## config.mk

```make
export PLATFORM = sky130hd
export DESIGN_NAME = seq_mult
export DESIGN_NICKNAME = d
export VERILOG_FILES = /design/src/rtl/seq_mult.sv
export SDC_FILE = /design/constraint.sdc
export NUM_CORES = 1
export LEC_CHECK = 0
export ABC_CLOCK_PERIOD_IN_PS = 2100
export CAP_MARGIN = 10
export CORE_MARGIN = 1
export CORE_UTILIZATION = 49
export DETAILED_ROUTE_END_ITERATION = 12
export PLACE_DENSITY = 0.75
export SLEW_MARGIN = 20
export SYNTH_ARGS = -nofsm -noshare
export SYNTH_HDL_FRONTEND = slang
export SYNTH_SLANG_ARGS = --single-unit
```

## constraint.sdc

```tcl
create_clock -name clk -period 2.1 [get_ports clk]
set_input_delay 0.21 -clock clk [delete_from_list [all_inputs] [get_ports clk]]
set_output_delay 0.21 -clock clk [all_outputs]
set_load 0.01 [all_outputs]
```

## src/rtl/seq_mult.sv

```systemverilog
// Iterative shift-add multiplier: one partial product per clock, WIDTH+1 cycles from accept to done.
// Optional signed mode is enabled by defining SEQ_MULT_SIGNED_EN (adds the sgn input).
module seq_mult #(
    parameter int WIDTH = 4
) (
    input  logic               clk,
    input  logic               rst,
    input  logic               start,
`ifdef SEQ_MULT_SIGNED_EN
    input  logic               sgn,
`endif
    input  logic [WIDTH-1:0]   a,
    input  logic [WIDTH-1:0]   b,
    output logic               ready,
    output logic               done,
    output logic [2*WIDTH-1:0] p
);

    localparam int AW = 2 * WIDTH + 1;
    localparam int CW = $clog2(WIDTH);
    localparam logic [CW-1:0] LAST = CW'(WIDTH - 1);

    typedef enum logic [1:0] {
        S_IDLE,
        S_RUN,
        S_DONE
    } state_t;

    state_t               state_q, state_d;
    logic [WIDTH-1:0]     a_q, a_d;
    logic [WIDTH-1:0]     b_q, b_d;
    logic [CW-1:0]        cnt_q, cnt_d;
    logic [AW-1:0]        acc_q, acc_d;
    logic [2*WIDTH-1:0]   p_q, p_d;
    logic                 ready_q, ready_d;
    logic                 done_q, done_d;

    logic                 signed_op;
    logic                 accept_sgn;
    logic [AW-1:0]        a_ext;
    logic [AW-1:0]        partial;
    logic [AW-1:0]        acc_sum;

`ifdef SEQ_MULT_SIGNED_EN
    logic sgn_q, sgn_d;
    assign signed_op  = sgn_q;
    assign accept_sgn = sgn;
`else
    assign signed_op  = 1'b0;
    assign accept_sgn = 1'b0;
`endif

    // In signed mode the multiplier's MSB carries weight -2^(WIDTH-1), hence the final subtract.
    always_comb begin
        a_ext   = {{(AW - WIDTH){signed_op & a_q[WIDTH-1]}}, a_q};
        partial = b_q[cnt_q] ? (a_ext << cnt_q) : '0;
        if (signed_op && (cnt_q == LAST)) begin
            acc_sum = acc_q - partial;
        end else begin
            acc_sum = acc_q + partial;
        end
    end

    always_comb begin
        state_d = state_q;
        a_d     = a_q;
        b_d     = b_q;
        cnt_d   = cnt_q;
        acc_d   = acc_q;
        p_d     = p_q;
        ready_d = ready_q;
        done_d  = 1'b0;
`ifdef SEQ_MULT_SIGNED_EN
        sgn_d   = sgn_q;
`endif
        case (state_q)
            S_IDLE, S_DONE: begin
                if (start) begin
                    a_d     = a;
                    b_d     = b;
                    acc_d   = '0;
                    cnt_d   = '0;
                    state_d = S_RUN;
                    ready_d = 1'b0;
`ifdef SEQ_MULT_SIGNED_EN
                    sgn_d   = accept_sgn;
`endif
                end else begin
                    state_d = S_IDLE;
                    ready_d = 1'b1;
                end
            end
            S_RUN: begin
                acc_d = acc_sum;
                cnt_d = cnt_q + CW'(1);
                if (cnt_q == LAST) begin
                    p_d     = acc_sum[2*WIDTH-1:0];
                    state_d = S_DONE;
                    ready_d = 1'b1;
                    done_d  = 1'b1;
                end
            end
            default: begin
                state_d = S_IDLE;
                ready_d = 1'b1;
            end
        endcase
    end

    always_ff @(posedge clk) begin
        if (rst) begin
            state_q <= S_IDLE;
            a_q     <= '0;
            b_q     <= '0;
            cnt_q   <= '0;
            acc_q   <= '0;
            p_q     <= '0;
            ready_q <= 1'b1;
            done_q  <= 1'b0;
`ifdef SEQ_MULT_SIGNED_EN
            sgn_q   <= 1'b0;
`endif
        end else begin
            state_q <= state_d;
            a_q     <= a_d;
            b_q     <= b_d;
            cnt_q   <= cnt_d;
            acc_q   <= acc_d;
            p_q     <= p_d;
            ready_q <= ready_d;
            done_q  <= done_d;
`ifdef SEQ_MULT_SIGNED_EN
            sgn_q   <= sgn_d;
`endif
        end
    end

    assign ready = ready_q;
    assign done  = done_q;
    assign p     = p_q;

    logic unused_sgn;
    assign unused_sgn = accept_sgn;

endmodule

```

==> impl_metrics.yaml, run 1 <==
yosys:
  ys_warn_count: 0
  synth-edff-count: 0
  netlist_instances: 194
  synth_top_area_share: 0.367
  synth-seq-area-share: 0.367
  postSynthAreaPerCell_um2: 8.43
  yosysTopAreaCell: "dfxtp_1"
  synth_ff_type: "dfxtp_1"
  syn_nets: 214
  synth.distinct_cells: 48
  ys_ff_latch: 30
  syn_area_um2: 1640
  ys_async_sr_fraction: 0
  ys_top_cells_by_area: "dfxtp_1 (37%), nand2_1 (7.1%), ha_1 (6.1%)"
placed_design:
  gp_congestion: 0.878
  io_buffers: 20
  placedCellCount: 262
  post-dp-hpwl_mm: 2.84
  place_area_um2: 1970
  post-place-ws_ns: -0.0993
global_route:
  grt.total_usage: 0.249
  grt.overflow.total: 0
  grt_max_degree: 17
  antenna_found_initial: 0
  grt_pass1_wl_mm: 6.49
  grt_pass1_vias: 1429
route:
  avgViaCountPerCell: 5.69
  first_pass_iters: 5
  antenna_left: 0
  drcViolationCount: 0
  via_count: 1548
  wl_per_cell_um: 15.0
  wl_mm: 4.08
  drt_iter0_drc: 87
sta:
  setup_tns_ns: -0.195
  max_freq_mhz: 461
  timing.final.ws_setup_ns: -0.0706
  holdWs_ns: 0.424
  report.final.slew_viol_count: 0
  relSlewSlack: 0.594
  period_needed_ns: 2.17
  setup_viol: 6
  worst_slew_pin_slew_ns: 0.608
  skew_ns: 0.0160
  finalCritPeriodShare: 1.03
  rsz0062_at_grt: "true"
  hold_viol: 0
clock_network:
  insertion_delay_ns: 0.34
  cts_root_buffer: "clkbuf_4"
  cts_hold_buf: 0
  numCtsBuffers: 5
  clock-sinks: 30
  clk_path_buf_depth: 2
  cts_tree: "done"
  clk_pin_slew_ns: 0.09
  cts_max_level: 2
floorplan:
  dieArea_um2: 3570
  coreArea_um2: 3100
  start_util: 0.527
  fp.dieH_um: 59.8
  io_pins: 21
  core.rowCount: 20
  die_width_um: 59.8
worst_setup_path:
  rr_endpoint: "acc_q[4]$_SDFFE_PP0P_"
  cp.arrival_ns: 2.40
  endpoint: "acc_q[4]$_SDFFE_PP0P_"
  startpoint: "cnt_q[0]$_SDFFE_PP0P_"
  rr_startpoint: "cnt_q[0]$_SDFFE_PP0P_"
  cp.required_ns: 2.33
  rrSetupSlack_ns: -0.07
  reg2reg_depth: 8
  cp_max_fo: 4
  path_class: "register to register"
  worst_setup_path_end_kind: "register"
  start_kind: "register"
run_status:
  status: "finished with violations"
  violations: "setup timing"
cells_and_area:
  fin_util: 0.694
  drive_above_1_share: 0.219
  fillers: 257
  layout.nets: 247
  stdcell_area_um2: 2150
  layout.cells.non_filler: 272
  multi_input_area_um2: 1080
  syn2layout_area_growth_pct: 31.8
  register_area_um2: 608
  mostFrequentLayoutCell: "nand2_1"
  antenna_cells: 0
  final_cell_mix: "nand2_1 (31), dfxtp_1 (28), clkdlybuf4s50_1 (20), a21oi_1 (16), buf_4 (16)"
pwr:
  p_per_area_nw_per_um2: 513
  pwr-share-seq: 0.542
  p_leak_nw: 0.820
  peakVddDrop_v: 0.000388
  switching_share: 0.264
  p_clk_frac: 0.332
  power_mw: 1.10
  comb_power_share: 0.127
  p_switching_mw: 0.292
  p_int_mw: 0.813
hold_path:
  worstHoldPathType: "input port to register"
run:
  cap_violations: 0
## synthesized netlist by cell type, types with 2 or more instances
cell	instances
nand2_1	31
dfxtp_1	30
a21oi_1	17
nor2_1	15
ha_1	8
nand3_1	8
clkbuf_1	7
inv_1	5
nand2b_1	5
nand3b_1	5
a211o_1	4
and2_1	4
nor2b_1	4
a21o_1	3
a22oi_1	3
o21ai_1	3
a211oi_2	2
buf_2	2
nand4_1	2
nand4b_1	2
nor3_1	2
o211ai_1	2
o21a_1	2
o21ai_0	2
o31ai_1	2
or2_2	2
## timing repair
action / 4_1_cts / 5_1_grt
gates cloned: 0 / 0
buffers inserted: 2 / 0
pin swaps: 7 / 8
gates resized for setup: 9 / 8
endpoints found under the setup margin: 9 / 10
## power by group through the flow
stage               clock network [mW]  logic [mW]  registers [mW]
floorplan                            0      0.0747           0.609
CTS                              0.372       0.137           0.597
global placement                     0       0.128           0.610
global route                     0.401       0.154           0.601
detailed placement                   0       0.132           0.612
finish                           0.366       0.140           0.598
## cells by family (layout without fill, tap and decap cells)
| kind of cell | count (synthesis) | after routing | synth area share |
|---|---|---|---|
| and+or+nand+nor | 85 | 85 | 0.259 |
| AOI/OAI and AO/OA | 50 | 50 | 0.223 |
| DFF | 30 | 30 | 0.367 |
| buffers and inverters | 16 | 50 | 0.0451 |
| adders and majority gates | 9 | 9 | 0.0735 |
| muxes | 3 | 3 | 0.0268 |
| xor gates and xnor gates | 1 | 1 | 0.00536 |
## flip-flops by register name, summed over array words and instances (netlist names)
| name | cells |
|---|---|
| b_q | 4 |
| ready | 1 |
| cnt_q | 2 |
| p | 8 |
| done | 1 |
| state_q | 2 |
| a_q | 4 |
| acc_q | 8 |
## worst max-delay path, stage by stage (launching register included)
cell and delay, ns:
dfxtp_4 0.39, mux4_2 0.54, and2_4 0.17, ha_4 0.22, nor2b_4 0.14, buf_6 0.11
o21a_1 0.17, o211ai_1 0.23, a21oi_1 0.09
## area by class of cell
type,instances,area share
Clock inverter,1,0.00232
Inverter,5,0.00871
Tap cell,44,0.0256
Sequential cell,30,0.282
Multi-Input combinational cell,148,0.502
Clock buffer,7,0.0256
Timing Repair Buffer,37,0.154
## layer usage
layer / global-route usage / vias up / part of all wire
li1: - / 758 / -
met1: 0.303 / 729 / 0.42
met2: 0.422 / 51 / 0.50
met3: 0.0628 / 10 / 0.057
met4: 0.0930 / 0 / 0.020
met5: 0 / - / 0
## worst min path at each step
stage,cells after the start,slack (ns),end,startpoint
after floorplan,2,0.35,b_q[1]$_SDFFE_PP0P_,b[1]
after detailed placement,2,0.45,p[2]$_SDFFE_PP0P_,p[2]$_SDFFE_PP0P_
after global placement,2,0.44,ready$_SDFFE_PP1P_,ready$_SDFFE_PP1P_
after CTS,3,0.42,b_q[2]$_SDFFE_PP0P_,b[2]
after global routing,3,0.43,b_q[3]$_SDFFE_PP0P_,b[3]
final,3,0.42,a_q[3]$_SDFFE_PP0P_,a[3]
(Power assumes the default switching activity.)
==> run 2: changes to the inputs <==
- ABC_CLOCK_PERIOD_IN_PS: 2100 -> 2690
- CORE_UTILIZATION: 49 -> 58
- PLACE_DENSITY: 0.75 -> 0.83
- clock period: 2.1 -> 2.69 ns (I/O delays scaled with it)
==> run 2 against run 1 <==
  * The flow now finishes without violations
  * Maximum frequency is 8.3% lower
  * Design area is 11% lower
  * Clock skew is 0.012 ns lower
  * Critical path depth is 1 higher
  * Clock-buffer cell count stayed put
==> impl_metrics.yaml, run 2 (same netlist as run 1, synthesis figures left out) <==
run_status:
  status: "complete, no violations"
cells_and_area:
  antenna_cells: 0
  final_cell_mix: "nand2_1 (31), dfxtp_1 (30), clkdlybuf4s50_1 (20), a21oi_1 (17), nor2_1 (15)"
  drive_above_1_share: 0.0977
  syn2layout_area_growth_pct: 16.7
  stdcell_area_um2: 1910
  mostFrequentLayoutCell: "nand2_1"
  fillers: 207
  layout.nets: 234
  fin_util: 0.743
placed_design:
  gp_congestion: 0.902
  io_buffers: 20
  place_area_um2: 1850
  post-dp-hpwl_mm: 2.60
clock_network:
  clock-sinks: 30
  cts_root_buffer: "clkbuf_4"
  insertion_delay_ns: 0.34
  numCtsBuffers: 5
  cts_setup_buffers: 0
  post_cts_resized: 0
  cts_tree: "done"
  clk_pin_slew_ns: 0.09
  clk_path_buf_depth: 2
  cts_max_level: 2
  cts_hold_buf: 0
sta:
  relSlewSlack: 0.616
  report.final.slew_viol_count: 0
  rsz0062_at_grt: "false"
  worst_slew_pin_slew_ns: 0.574
  holdWs_ns: 0.465
  hold_viol: 0
  setup_tns_ns: 0
  skew_ns: 0.00409
  setup_viol: 0
  finalCritPeriodShare: 0.880
  period_needed_ns: 2.37
  max_freq_mhz: 422
global_route:
  grt.overflow.total: 0
  grt_pass1_wl_mm: 5.59
  grt_max_degree: 19
  antenna_found_initial: 0
  grt_pass1_vias: 1273
  grt.total_usage: 0.266
floorplan:
  dieArea_um2: 3040
  die_width_um: 55.1
  coreArea_um2: 2570
  io_pins: 21
  start_util: 0.637
  fp.dieH_um: 55.1
  core.rowCount: 18
worst_setup_path:
  path_class: "register to register"
  cp_max_fo: 15
  cp.arrival_ns: 2.59
  cp.required_ns: 2.91
  start_kind: "register"
  max_stage_delay_ns: 0.41
  worst_setup_path_end_kind: "register"
  cp_slowest_cell: "fa_1"
  crit_chain: "buf_4, nor4bb_1, ha_1, inv_1, fa_1, nor2b_1, o31ai_2, a211oi_2, o31ai_1"
pwr:
  p_per_area_nw_per_um2: 441
  power_mw: 0.842
  p_leak_nw: 0.760
  peakVddDrop_v: 0.000461
route:
  drcViolationCount: 0
  avgViaCountPerCell: 5.98
  drt_iter0_drc: 44
  antenna_left: 0
  via_count: 1464
  wl_mm: 3.46
  first_pass_iters: 4
  wl_per_cell_um: 14.1
run:
  cap_violations: 0
hold_path:
  worstHoldPathType: "register to register"
run 2: final timing paths:
kind                    startpoint            endpoint  cells past startpoint  slack, ns
max          cnt_q[0]$_SDFFE_PP0P_   p[6]$_SDFFE_PP0P_                      9       0.32
min             ready$_SDFFE_PP1P_  ready$_SDFFE_PP1P_                      2       0.46
max reg2reg  cnt_q[0]$_SDFFE_PP0P_   p[6]$_SDFFE_PP0P_                      9       0.32
min reg2reg     ready$_SDFFE_PP1P_  ready$_SDFFE_PP1P_                      2       0.46
run 2: critical path: cells and delay by family (launching register included):
kind            cells  cell delay, ns
fa+ha+maj           2            0.70
simple gates        2            0.53
compound gates      3            0.43
flops               1            0.34
buf+inv             2            0.26
run 2: metal layers:
metal | global-route usage | part of all wire | vias to the layer above
met2 | 0.450 | 0.48 | 60
met5 | 0 | 0 | -
met1 | 0.309 | 0.43 | 668
met3 | 0.0874 | 0.069 | 6
met4 | 0.100 | 0.014 | 0
li1 | - | - | 730
run 2: cell type report:
cell class              instances  area [um2]  area share
multi-input cells             148         961       0.504
flip-flops and latches         30         601       0.315
clock buffers                   7        55.1      0.0289
repair buffers                 24         230       0.121
well taps                      30        37.5      0.0197
clock inverters                 1        5.00     0.00262
inverters                       5        18.8     0.00984
run 2: per-stage QoR:
stage	instances	setup WS, ns
after floorplan	194	0.417
after global placement	237	0.393
after detailed placement	237	0.324
after CTS	245	0.317
after global routing	245	0.186
final	245	0.323
run 2: power by group:
part	switching, mW	internal [mW]	leakage (nW)	total (mW)
Combinational	0.0496	0.0416	0.481	0.0912
Clock	0.157	0.126	0.0353	0.283
Sequential	0.0117	0.456	0.244	0.468
==> run 3: changes to the inputs <==
- ABC_CLOCK_PERIOD_IN_PS: 2690 -> default
==> results of run 3 <==
Same layout as run 2: the final DEF is identical, and so are final timing and power.
